==> src/rtl/mem_arbiter.sv <==
// Two-port round-robin arbiter sharing one synchronous memory between a CPU and a DMA engine.
// Each granted access holds the memory bus for ACC_CYCLES cycles, then pulses done/ack for one cycle.
module mem_arbiter #(
  parameter int ACC_CYCLES = 2
) (
  input  logic        clk,
  input  logic        reset_n,
  input  logic        cpu_req,
  input  logic        cpu_we,
  input  logic [11:0] cpu_addr,
  input  logic [15:0] cpu_wdata,
  input  logic        dma_req,
  input  logic        dma_we,
  input  logic [11:0] dma_addr,
  input  logic [15:0] dma_wdata,
  output logic        mem_en,
  output logic        mem_we,
  output logic [11:0] mem_addr,
  output logic [15:0] mem_wdata,
  input  logic [15:0] mem_rdata,
  output logic [15:0] cpu_rdata,
  output logic        cpu_done,
  output logic [15:0] dma_rdata,
  output logic        dma_ack,
  output logic        wait_
);

  typedef enum logic [1:0] {IDLE, CPU_ACC, DMA_ACC} state_t;
  typedef enum logic {GRANT_CPU = 1'b0, GRANT_DMA = 1'b1} grant_t;

  localparam logic [2:0] LAST_CNT = 3'(ACC_CYCLES - 1);

  state_t     state;
  grant_t     last_grant;
  logic [2:0] cnt;
  logic       cpu_elig;
  logic       dma_elig;
  logic       pick_dma;

  // A requester whose completion pulse is showing this cycle sits out one arbitration round.
  assign cpu_elig = cpu_req & ~cpu_done;
  assign dma_elig = dma_req & ~dma_ack;
  assign pick_dma = dma_elig & (~cpu_elig | (last_grant == GRANT_CPU));
  assign wait_    = cpu_req & ~cpu_done;

  always_ff @(posedge clk or negedge reset_n) begin
    if (!reset_n) begin
      state      <= IDLE;
      last_grant <= GRANT_DMA;
      cnt        <= 3'd0;
      mem_en     <= 1'b0;
      mem_we     <= 1'b0;
      mem_addr   <= 12'd0;
      mem_wdata  <= 16'd0;
      cpu_rdata  <= 16'd0;
      dma_rdata  <= 16'd0;
      cpu_done   <= 1'b0;
      dma_ack    <= 1'b0;
    end else begin
      cpu_done <= 1'b0;
      dma_ack  <= 1'b0;
      case (state)
        IDLE: begin
          if (cpu_elig | dma_elig) begin
            cnt    <= 3'd0;
            mem_en <= 1'b1;
            if (pick_dma) begin
              state      <= DMA_ACC;
              last_grant <= GRANT_DMA;
              mem_we     <= dma_we;
              mem_addr   <= dma_addr;
              mem_wdata  <= dma_wdata;
            end else begin
              state      <= CPU_ACC;
              last_grant <= GRANT_CPU;
              mem_we     <= cpu_we;
              mem_addr   <= cpu_addr;
              mem_wdata  <= cpu_wdata;
            end
          end
        end
        CPU_ACC, DMA_ACC: begin
          if (cnt == LAST_CNT) begin
            // Final access cycle: capture read data, pulse completion, release the bus.
            if (!mem_we) begin
              if (state == CPU_ACC) cpu_rdata <= mem_rdata;
              else                  dma_rdata <= mem_rdata;
            end
            if (state == CPU_ACC) cpu_done <= 1'b1;
            else                  dma_ack  <= 1'b1;
            state  <= IDLE;
            mem_en <= 1'b0;
            mem_we <= 1'b0;
            cnt    <= 3'd0;
          end else begin
            cnt <= cnt + 3'd1;
          end
        end
        default: state <= IDLE;
      endcase
    end
  end

endmodule

==> config.mk <==
export PLATFORM = sky130hd
export DESIGN_NAME = mem_arbiter
export DESIGN_NICKNAME = d
export VERILOG_FILES = /design/src/rtl/mem_arbiter.sv
export SDC_FILE = /design/constraint.sdc
export NUM_CORES = 1
export LEC_CHECK = 0
export ABC_AREA = 0
export BUFFER_PORTS_ARGS = -buffer_cell sky130_fd_sc_hd__buf_2
export CELL_PAD_IN_SITES_DETAIL_PLACEMENT = 1
export CELL_PAD_IN_SITES_GLOBAL_PLACEMENT = 1
export CORE_UTILIZATION = 36
export DETAILED_ROUTE_END_ITERATION = 8
export PLACE_DENSITY = 0.82
export SLEW_MARGIN = 20
export SYNTH_ARGS = -nofsm -noshare
export SYNTH_HDL_FRONTEND = slang
export SYNTH_SLANG_ARGS = --single-unit
==> constraint.sdc <==
create_clock -name clk -period 2.1 [get_ports clk]
set_clock_uncertainty 0.15 [all_clocks]
set_input_delay 0.21 -clock clk [delete_from_list [all_inputs] [get_ports clk]]
set_output_delay 0.21 -clock clk [all_outputs]
set_load 0.005 [all_outputs]
==> results.py <==
metrics = {
    "status": {
        "run_status": "finished clean",
    },
    "yosys": {
        "seq_area_frac_synth_pct": 56.08,
        "synth_top_flop_cell": "dfrtp_1",
        "async_reset_ff_share_pct": 100.0,
        "ys_warn_count": 0,
        "synth_compound_area_share_pct": 10.45,
        "avgSynthCellArea_sq_um": 12.76,
        "yosys.area_share.simple_pct": 6.926,
        "synth_top_family_by_area": "multiplexers",
        "syn-instance-count": 245,
        "synthesis.nets": 325,
        "synth_edf_count": 0,
        "yosys.cell_types.count": 39,
        "synth-adder-area-share_pct": 0.8006,
        "synth_xor_area_share_pct": 0.2802,
        "muxShareOfSynthArea_pct": 20.02,
        "netlist_area_sq_um": 3125,
        "synth_seq_cells": 70,
    },
    "final_layout": {
        "nFillCells": 901,
        "final_cell_mix": "buf_2 (142), dfrtp_1 (69), dlygate4sd3_1 (40)",
        "layout_commonest_cell": "buf_2",
        "area_growth_pct": 47.20,
        "diodes": 0,
        "drive_above_1_share_pct": 47.37,
        "final_nets": 512,
    },
    "timing": {
        "setup_viol": 0,
        "rsz0062_at_grt": "no",
        "slew_headroom_pct": 63.16,
        "final_hold_viol_count": 0,
        "postLayoutSetupSlackWorst_ns": 0.1470,
        "worstMarginPinSlew_ns": 0.5505,
        "final.setup.tns_ns": 0,
        "min_period_over_period_pct": 93.00,
        "slew_violations": 0,
        "final.min_clock_period_ns": 1.953,
        "max_freq_mhz": 512.0,
    },
    "worst_setup_path": {
        "reg2reg_setup_slack_ns": 0.15,
        "cp.depth": 5,
        "critPathLaunchType": "register",
        "crit_type": "register to register",
        "r2r-end": "mem_addr[0]",
        "crit_path_start": "state[1]",
        "crit_buf_inv": 2,
        "cp_cell_sequence": "inv_1 > ha_1 > o21ai_4 > a222oi_1 > inv_1",
        "arrival_ns": 2.02,
        "max_stage_delay_ns": 0.46,
        "crit_end": "mem_addr[0]",
        "setup.worst_path.end_class": "register",
        "cpLargestDelayFamily": "compound AO/OA/AOI/OAI gates",
        "required_ns": 2.16,
        "r2r-start": "state[1]",
        "r2r_cells": 5,
        "path_common_cell": "inv_1",
        "worst-path-max-fanout": 21,
        "cpMaxStageDelayCell": "a222oi_1",
    },
    "global_route": {
        "grt_pass1_wl_mm": 14.33,
        "grt_start_max_net_pins": 71,
        "grt_pass1_vias": 2844,
        "globalRouteOverflowTotal": 0,
        "antenna_found_initial": 0,
        "grtUsageTotal_pct": 21.25,
    },
    "power": {
        "comb_power_share_pct": 44.9,
        "vdd_drop_max_mv": 0.5291,
        "pwr-share-clk_pct": 17.5,
        "p_switching_w": 0.002243,
        "power.internal_w": 0.004137,
        "powerDensity_nw_per_um2": 1387,
        "leakage_nw": 2.322,
        "p_seq_share_pct": 37.6,
        "swShare_pct": 35.16,
    },
    "floorplanning": {
        "initial_core_util_pct": 37.66,
        "rows": 33,
        "core_area_sq_um": 8299,
        "die_area_sq_um": 9058,
        "die_h_um": 95.18,
        "io_pins": 143,
        "die_width_um": 95.18,
    },
    "drt": {
        "routed_wl_mm": 9.269,
        "drc": 0,
        "num_vias": 2678,
        "drt-vias-per-instance": 4.941,
        "wl_per_cell_um": 17.10,
        "drt_pass1_iterations": 4,
        "dr.first_iter.drc_count": 93,
        "antenna_left": 0,
    },
    "place": {
        "pre_cts_slack_ns": 0.1480,
        "io_buffers": 142,
        "routabilityCongestion": 0.7838,
        "dp_hpwl_mm": 6.163,
    },
    "clock_network": {
        "cts_tree": "yes",
        "cts_buffers": 9,
        "clkSinkCount": 70,
        "root_buffer": "clkbuf_8",
        "postCtsSetupBuffers": 0,
        "worstSkewPairLatency_ns": 0.34,
        "clockBufferDepth": 2,
        "h-tree-depth": 3,
        "clk_pin_slew_ns": 0.08,
    },
    "hold_path": {
        "worst_hold_path_type": "primary input to register",
    },
    "job": {
        "cap_violations": 0,
    },
}
-- state kept, by name, summed over array words and instances (netlist names) --
name and count:
last_grant 1, dma_rdata 16, mem_wdata 16, mem_addr 12
cnt 3, cpu_rdata 16, state 2, cpu_done 1
dma_ack 1, mem_en 1, mem_we 1
-- worst register-to-register path, stage by stage (launching register included) --
cell and delay, ns:
dfrtp_1 0.38, inv_1 0.10, ha_1 0.38, o21ai_4 0.25, a222oi_1 0.47, inv_1 0.11
-- cells in the mapped netlist (2+ instances only) --
| library cell | number | area (sq um) |
|---|---|---|
| a21oi_1 | 4 | 20.02 |
| a222oi_1 | 10 | 100.1 |
| buf_12 | 2 | 40.04 |
| buf_2 | 5 | 25.02 |
| buf_6 | 2 | 22.52 |
| clkbuf_1 | 5 | 18.77 |
| dfrtp_1 | 69 | 1727 |
| ha_1 | 2 | 25.02 |
| inv_1 | 15 | 56.30 |
| mux2_2 | 12 | 135.1 |
| mux2_4 | 20 | 300.3 |
| mux2i_1 | 19 | 190.2 |
| nand2_1 | 23 | 86.33 |
| nand2b_1 | 3 | 18.77 |
| nand3_1 | 2 | 10.01 |
| nor2_1 | 5 | 18.77 |
| nor3_1 | 2 | 10.01 |
| o21ai_0 | 23 | 115.1 |
| o31ai_1 | 2 | 15.01 |
-- worst min-delay path by stage --
stage	from	endpoint	depth (start not counted)
finish	cpu_wdata[4]	mem_wdata[4]	3
detailed placement	reset_n	dma_rdata[2]	2
global route	cpu_addr[7]	mem_addr[7]	3
floorplan	reset_n	cnt[0]	0
global placement	reset_n	cpu_rdata[2]	2
CTS	cpu_wdata[4]	mem_wdata[4]	3
-- per-stage QoR --
step           power (W)  std cells  util, %  hold WS (ns)  instance area (sq um)
2_1_floorplan   0.004028        245        -       -0.2356                   3126
5_1_grt         0.006875        542    55.43       0.02079                   4601
4_1_cts         0.006416        542    55.37      0.003731                   4596
3_5_place_dp    0.005210        486    48.03        0.1255                   3986
6_report        0.006380        542    55.43       0.01592                   4601
3_3_place_gp    0.005031        486    48.03        0.1160                   3986
-- area by class of cell --
class / count / area [sq um] / share of cell area, %
timing repair buffer: 191 / 1229 / 26.71
inverter: 15 / 56.30 / 1.224
tap: 105 / 131.4 / 2.856
multi-input combinational: 145 / 1222 / 26.57
sequential: 70 / 1753 / 38.10
clock buffer: 11 / 151.4 / 3.291
clock inverter: 5 / 57.56 / 1.251
-- cells by family (layout without fill, tap and decap cells) --
family | count (synthesis) | after routing
fa+ha+maj | 2 | 2
compound gates | 49 | 49
simple gates | 42 | 42
xor+xnor | 1 | 1
buf+inv | 30 | 222
flops | 70 | 70
mux | 51 | 51
-- power by group through the flow --
stage               logic, W  registers, W  clock network, W
floorplan            0.00162       0.00241                 0
CTS                  0.00287       0.00240           0.00115
global placement     0.00268       0.00236                 0
finish               0.00286       0.00240           0.00112
global route         0.00317       0.00248           0.00122
detailed placement   0.00280       0.00241                 0
-- layer usage --
metal  wire (um)  up-vias  global-route usage, %
met5           0        -                      0
met4         124        0                  8.712
met3         771       10                  5.582
met2        4594      127                  37.26
met1        3779     1304                  24.42
li1            -     1237                      -
-- what timing repair did --
action	CTS	global route
endpoints found under the setup margin	0	2
endpoints found under the hold margin	113	0
resized for setup	0	1
hold buffers	40	0
No activity file was read; power rests on OpenSTA's default activity.
